--- config.mk ---
export PLATFORM = sky130hd
export DESIGN_NAME = pc_sequencer_flat
export DESIGN_NICKNAME = d
export VERILOG_FILES = /design/src/rtl/pc_sequencer_if.sv /design/src/rtl/pc_sequencer.sv /design/src/flat_wrapper.sv
export SDC_FILE = /design/constraint.sdc
export NUM_CORES = 1
export LEC_CHECK = 0
export CORE_ASPECT_RATIO = 2
export CORE_MARGIN = 1
export CORE_UTILIZATION = 40
export DETAILED_ROUTE_END_ITERATION = 6
export PLACE_DENSITY = 0.72
export SLEW_MARGIN = 20
export SYNTH_ARGS = -nofsm -noshare
export SYNTH_HDL_FRONTEND = slang
export SYNTH_SLANG_ARGS = --single-unit
--- constraint.sdc ---
create_clock -name clock -period 5.4 [get_ports clock]
set_input_delay 0.54 -clock clock [delete_from_list [all_inputs] [get_ports clock]]
set_output_delay 0.54 -clock clock [all_outputs]
set_load 0.01 [all_outputs]
--- src/rtl/pc_sequencer_if.sv ---
// Fetch port between the PC sequencer (master) and the instruction store (slave).
// Handshake: the master holds fetch_req high with PC stable; the word on Instr_in is accepted in the cycle the slave raises fetch_ack.
interface pc_sequencer_if #(
  parameter int n = 8
);
  logic [n-1:0] PC;
  logic         fetch_req;
  logic         fetch_ack;
  logic [n-1:0] Instr_in;

  modport master (
    output PC,
    output fetch_req,
    input  fetch_ack,
    input  Instr_in
  );

  modport slave (
    input  PC,
    input  fetch_req,
    output fetch_ack,
    output Instr_in
  );
endinterface

--- src/rtl/pc_sequencer.sv ---
// Program counter and fetch/execute sequencer for the 8-bit single-stage RISC core.
// One EXEC cycle per fetched instruction; next PC chosen from ImmG and the ALU branch flag.
module pc_sequencer #(
  parameter int         n        = 8,
  parameter logic [7:0] RESET_PC = 8'h00,
  parameter logic [2:0] OP_BEQ   = 3'b100,
  parameter logic [2:0] OP_BLT   = 3'b101,
  parameter logic [2:0] OP_J     = 3'b110
) (
  input  logic                 clock,
  input  logic                 reset,
  input  logic                 start,
  input  logic                 halt_req,
  input  logic [n-1:0]         ImmG,
  input  logic                 branch_cond,
  pc_sequencer_if.master       bus,
  output logic [n-1:0]         Instruction,
  output logic                 exec_en,
  output logic                 running,
  output logic                 halted,
  output logic [1:0]           state_o
);

  typedef enum logic [1:0] {
    S_IDLE  = 2'd0,
    S_FETCH = 2'd1,
    S_EXEC  = 2'd2,
    S_HALT  = 2'd3
  } state_t;

  localparam logic [n-1:0] ONE = {{(n-1){1'b0}}, 1'b1};
  localparam logic [n-1:0] PC0 = n'(RESET_PC);

  state_t       state_q, state_d;
  logic [n-1:0] pc_q, pc_d;
  logic [n-1:0] instr_q, instr_d;
  logic [2:0]   opcode;
  logic [n-1:0] pc_next;
  logic         self_jump;

  always_ff @(posedge clock or posedge reset) begin
    if (reset) begin
      state_q <= S_IDLE;
      pc_q    <= PC0;
      instr_q <= '0;
    end else begin
      state_q <= state_d;
      pc_q    <= pc_d;
      instr_q <= instr_d;
    end
  end

  assign opcode    = instr_q[n-1:n-3];
  assign self_jump = (opcode == OP_J) && (ImmG == '0);

  always_comb begin
    pc_next = pc_q + ONE;
    if (opcode == OP_J) begin
      pc_next = pc_q + ImmG;
    end else if ((opcode == OP_BEQ || opcode == OP_BLT) && branch_cond) begin
      pc_next = pc_q + ImmG;
    end
  end

  always_comb begin
    state_d = state_q;
    pc_d    = pc_q;
    instr_d = instr_q;
    case (state_q)
      S_IDLE, S_HALT: begin
        if (start) begin
          state_d = S_FETCH;
          pc_d    = PC0;
        end
      end
      S_FETCH: begin
        if (bus.fetch_ack) begin
          instr_d = bus.Instr_in;
          state_d = S_EXEC;
        end
      end
      S_EXEC: begin
        // A J with zero offset would spin forever, so it terminates the program.
        pc_d    = pc_next;
        state_d = (halt_req || self_jump) ? S_HALT : S_FETCH;
      end
      default: state_d = S_IDLE;
    endcase
  end

  assign bus.PC        = pc_q;
  assign bus.fetch_req = (state_q == S_FETCH);
  assign Instruction   = instr_q;
  assign exec_en       = (state_q == S_EXEC);
  assign running       = (state_q == S_FETCH) || (state_q == S_EXEC);
  assign halted        = (state_q == S_HALT);
  assign state_o       = state_q;

endmodule

--- src/flat_wrapper.sv ---
// flat-port wrapper written by rule: the top's interface ports become plain ports
module pc_sequencer_flat 
#(
  parameter int         n        = 8,
  parameter logic [7:0] RESET_PC = 8'h00,
  parameter logic [2:0] OP_BEQ   = 3'b100,
  parameter logic [2:0] OP_BLT   = 3'b101,
  parameter logic [2:0] OP_J     = 3'b110
)
  (clock, reset, start, halt_req, ImmG, branch_cond, Instruction, exec_en, running, halted, state_o, bus_PC, bus_fetch_req, bus_fetch_ack, bus_Instr_in);
  pc_sequencer_if #(.n(n)) bus_i ();
  input  logic clock;
  input  logic reset;
  input  logic start;
  input  logic halt_req;
  input  logic [n-1:0] ImmG;
  input  logic branch_cond;
  output logic [n-1:0] Instruction;
  output logic exec_en;
  output logic running;
  output logic halted;
  output logic [1:0] state_o;
  output wire logic [$bits(bus_i.PC)-1:0] bus_PC;
  output wire logic [$bits(bus_i.fetch_req)-1:0] bus_fetch_req;
  input wire logic [$bits(bus_i.fetch_ack)-1:0] bus_fetch_ack;
  input wire logic [$bits(bus_i.Instr_in)-1:0] bus_Instr_in;
  assign bus_PC = bus_i.PC;
  assign bus_fetch_req = bus_i.fetch_req;
  assign bus_i.fetch_ack = bus_fetch_ack;
  assign bus_i.Instr_in = bus_Instr_in;
  pc_sequencer #(.n(n), .RESET_PC(RESET_PC), .OP_BEQ(OP_BEQ), .OP_BLT(OP_BLT), .OP_J(OP_J)) u_core (.clock(clock), .reset(reset), .start(start), .halt_req(halt_req), .ImmG(ImmG), .branch_cond(branch_cond), .bus(bus_i), .Instruction(Instruction), .exec_en(exec_en), .running(running), .halted(halted), .state_o(state_o));
endmodule
# Yosys cells after proc, flatten, opt, wreduce, memory -nomap -nowiden
# Cells that the tools add are included.
[op_classes]
addsub = 2
n_mul = 0
n_div = 0
n_lt_le_gt_ge = 0
eq_ne = 8
shifts = 0
muxes = 8
bitwise = 0
n_reduce_logical = 12
[ops]
columns = ["op", "n"]
rows = [
  ["$mux W8", 3],
  ["$pmux W8 S2", 1],
  ["$eq A3 B3 Y1 const B", 3],
  ["$add A8 B1 Y8 const B", 1],
  ["$add A8 B8 Y8", 1],
  ["$logic_not A8 Y1", 1],
  ["$mux W2", 3],
  ["$pmux W2 S3", 1],
  ["$reduce_and A2 Y1", 3],
  ["$eq A2 B2 Y1 const B", 2],
  ["$logic_or A1 B1 Y1", 3],
  ["$eq A2 B1 Y1 const B", 1],
  ["$logic_and A1 B1 Y1", 2],
  ["$logic_not A2 Y1", 1],
  ["$ne A2 B1 Y1 const B", 1],
  ["$ne A2 B2 Y1 const B", 1],
  ["$reduce_bool A2 Y1", 1],
  ["$reduce_or A2 Y1", 1],
]
[word_totals]
ff_bits = 18
latchBits = 0
ram_bits = 0
romBits = 0
in_bits = 22
out_inout_bits = 22
elab_cells = 33
n_memories = 0

# Logic depth before layout (Yosys ltp)
[depth]
ltp_word = 6
depth_mapped = 8
depth_no_buf = 7

# Least setup slack after synthesis
# Ideal clock, no wire load.
[synth_path]
path_kind = "input-to-reg"
startpoint = "in ImmG[0]"
endpoint = "reg u_core.pc_q[6] (netlist: u_core.bus.PC[6])"
setup_ns = 0.139
arrival_time_ns = 1.870
t_required_ns = 5.261
slack_ns = 3.391
cell_stages = 7
n_path_buf = 0
path_cell_list = "ha_1 > fa_1 > a211oi_1 > o21bai_1 > a21oi_1 > xor2_1 > o221ai_1"
[synth_via]
elab_chain_len = 4
[synth_rtl]
columns = ["element", "line", "source"]
rows = [
  ["from (decl)", "flat_wrapper.sv:16", "input logic [n-1:0] ImmG;"],
  ["$add A8 B8 Y8 (*)", "pc_sequencer.sv:59, pc_sequencer.sv:61", ""],
  ["$mux W8", "pc_sequencer.sv:60", "end else if ((opcode == OP_BEQ || opcode == OP_BLT) && branch_cond) begin"],
  ["$mux W8 (*)", "pc_sequencer.sv:58", "if (opcode == OP_J) begin"],
  ["$pmux W8 S2 (*)", "pc_sequencer.sv:69", "case (state_q)"],
  ["to (signal assigned)", "pc_sequencer.sv:48", "pc_q <= pc_d;"],
  ["to (decl)", "pc_sequencer.sv:35", "logic [n-1:0] pc_q, pc_d;"],
]
# Every way passes the cells marked *; elsewhere a longest branch is shown, timed or not.
# A chain may end at the register's enable or synchronous reset.

# Worst setup path in the final report
# Ends and elaborated chain as after synthesis.

==> impl_results.md <==
* Most common cell after layout, fill and taps aside: clkdlybuf4s50_1
* Post-CTS sizing at 0
* H-tree levels at 1
* IO Count at 44
* Area leader, netlist: dfrtp_1
* Post-DP HPWL at 2560 um
* Fin Clk Skew at 3.48 ps
* Mapped cell area at 1260 um2
* Core ar. at 2980 um2
* Die span in y at 81.5 um
* Worst path required time at 5520 ps
* Initial antenna violation count at 0
* Clock slew at reported path FFs at 60 ps
* CP Class: in2reg
* FMAX at 431 MHz
* First-pass DRT Iterations at 4
* Count of cell types in the netlist at 37
* Yosys warnings at 0
* RSZ-0062 raised after global routing: false
* WHS at 510 ps
* Crit path capture type: register
* CP Launch Point: ImmG[0]
* Commonest cells after routing, fill and taps aside: clkdlybuf4s50_1 (43), dfrtp_1 (18), ha_1 (12)
* Slew margin rel. at 54.3%
* Layout area overhead at 39.3%
* Postcts setup bufs at 0
* Post-synthesis sequential area ratio at 35.7%
* Largest incremental delay on the critical path at 440 ps
* #FFs+latches synth at 18
* Worst Path Arrival at 2440 ps
* Ant. Diodes at 0
* DR vias/cell at 5.74
* # DRC at 0
* Number of synthesized flops with an enable pin at 0
* Total Routed Length at 3200 um
* Synth top area share at 35.7%
* WL met3 at 129 um
* Worst r2r src: u_core.bus.PC[0]$_DFFE_PP0P_
* Most used DFF post-synth: dfrtp_1
* Die Width at 41.7 um
* Worst setup endpoint: u_core.bus.PC[6]$_DFFE_PP0P_
* Syn Nets at 167
* Pin count of the biggest net entering global routing at 19
* Met1 wire length at 1190 um
* Reg-to-Reg End: u_core.bus.PC[6]$_DFFE_PP0P_
* Vias in the first global route at 1,256
* Worst Tran Pin Value at 667 ps
* Async SR Flop Fraction at 100%
* Overflow after GRT at 0
* DR vias at 1,183
* Die ar. at 3400 um2
* Root Buffer: clkbuf_8
* Share of post-route cells with drive strength above 1 at 7.39%
* CTS buffer count at 3
* CP Max Fanout at 3
* Initial Utilization at 42.4%
* Status: finished clean
* Setup Viol. Count Final at 0
* Max_cap viols at 0
* Avg WL per Cell at 15.5 um
* Leak at 0.756 nW
* I/O Buffers at 43
* Cell Pwr Density at 459 nW/um2
* Total negative slack at 0 ps
* Tot GR Track Use at 20.7%
* Endpoints failing hold at 0
* CTS tree: built
* Critical-path top delay cell: clkdlybuf4s50_1
* Tmin final at 2320 ps
* Rows at 28
* CTS Sinks at 18
* Fillers at 272
* R2r setup slk at 3330 ps
* Multi-input logic area at 777 um2
* CTS max path bufs at 2
* Gpl congestion at 0.834
* Peak supply drop at 0.000245 V
* Hold Path Class: reg2reg
* Top routing layer in use: met4
* CP Launch Type: input pin
* Cells after Synth at 132
* Worst-Skew Late Latency at 250 ps
* Hold Buf Count CTS at 0
* Global-route wire length before repair at 5430 um
* Slew Limit Fails at 0
* Reg area at 450 um2
* Nets@finish at 213
* DRT iter0 DRCs at 27
* Crit path cell chain: clkdlybuf4s50_1 > ha_1 > fa_1 > a211oi_1 > o21bai_1 > a21oi_1 > xor2_1 > o221ai_1
* Period utilization at 43.0%
* Met2 routed WL at 1790 um
* Antenna Violating Nets Remaining at 0
* Avg Cell Area, Syn at 9.56 um2
* Reg2Reg Depth at 7
* Synth top area cells: dfrtp_1 (36%), ha_1 (12%), mux2_2 (7.1%)
==> logic make-up (layout without fill, tap and decap cells) <==
logic type | count (synthesis) | in the layout | share of synthesized area, %
XOR/XNOR | 6 | 6 | 4.16
AND/OR/NAND/NOR | 40 | 40 | 15.0
adder cells (fa/ha/maj) | 13 | 13 | 13.5
buffers and inverters | 8 | 52 | 2.77
multiplexers | 10 | 10 | 8.72
flip-flops | 18 | 18 | 35.7
AO/OA/AOI/OAI | 37 | 37 | 20.2
==> worst max-delay path: cells and delay by family <==
| family | cells | cell delay [ps] |
|---|---|---|
| adder cells (fa/ha/maj) | 2 | 670 |
| AO/OA/AOI/OAI | 4 | 630 |
| buffers and inverters | 1 | 440 |
| XOR/XNOR | 1 | 160 |
==> metrics by stage <==
step | total power, W | cells | utilization, % | setup slack [ps] | instance area (um2)
after CTS | 0.000814 | 206 | 59.1 | 3080 | 1760
after floorplan | 0.000510 | 132 | - | 3390 | 1260
after detailed placement | 0.000716 | 203 | 57.7 | 2810 | 1720
after global placement | 0.000710 | 203 | 57.7 | 2830 | 1720
final | 0.000808 | 206 | 59.1 | 3080 | 1760
after global routing | 0.000869 | 206 | 59.1 | 2860 | 1760
==> cells in the mapped netlist, types with 3 or more instances <==
cell	n
a21oi_1	6
and3_1	3
dfrtp_1	18
ha_1	12
inv_1	6
mux2_2	8
nand2_1	11
nand3_1	4
nor2_1	9
nor2b_1	3
nor3_1	6
o21ai_0	4
o21ai_1	8
xnor2_1	3
xor2_1	3
==> registers in the layout, indices dropped and copies added, names as in the netlist <==
register            flops
u_core.state_o          2
u_core.Instruction      8
u_core.bus.PC           8
==> layout make-up <==
class                           instances  area share (%)
Multi-Input combinational cell        106            44.2
Sequential cell                        18            25.6
Timing Repair Buffer                   43            24.5
Clock buffer                            3            2.35
Tap cell                               30            2.13
Inverter                                6            1.28
==> power breakdown <==
group,switching (W),total [W],internal [W]
registers,0.0000597,0.000248,0.000188
clock network,0.0000443,0.0000939,0.0000496
logic,0.000222,0.000466,0.000244
total,0.000326,0.000808,0.000482
==> how the worst min path moves through the flow <==
stage / startpoint / to / slack, ps / cells after the start
floorplan: reset / u_core.Instruction[0]$_DFFE_PP0P_ / 480 / 1
global placement: u_core.Instruction[1]$_DFFE_PP0P_ / u_core.Instruction[1]$_DFFE_PP0P_ / 490 / 1
detailed placement: u_core.Instruction[2]$_DFFE_PP0P_ / u_core.Instruction[2]$_DFFE_PP0P_ / 490 / 1
CTS: u_core.Instruction[2]$_DFFE_PP0P_ / u_core.Instruction[2]$_DFFE_PP0P_ / 510 / 1
global route: u_core.Instruction[2]$_DFFE_PP0P_ / u_core.Instruction[2]$_DFFE_PP0P_ / 530 / 1
finish: u_core.Instruction[2]$_DFFE_PP0P_ / u_core.Instruction[2]$_DFFE_PP0P_ / 510 / 1
==> per-layer routing <==
| metal | track usage, % | vias to the layer above |
|---|---|---|
| met2 | 39.8 | 35 |
| met3 | 3.30 | 10 |
| met1 | 20.9 | 557 |
| met4 | 10.6 | 0 |
| li1 | - | 581 |
| met5 | 0 | - |
No activity file was read; power rests on OpenSTA's default activity.
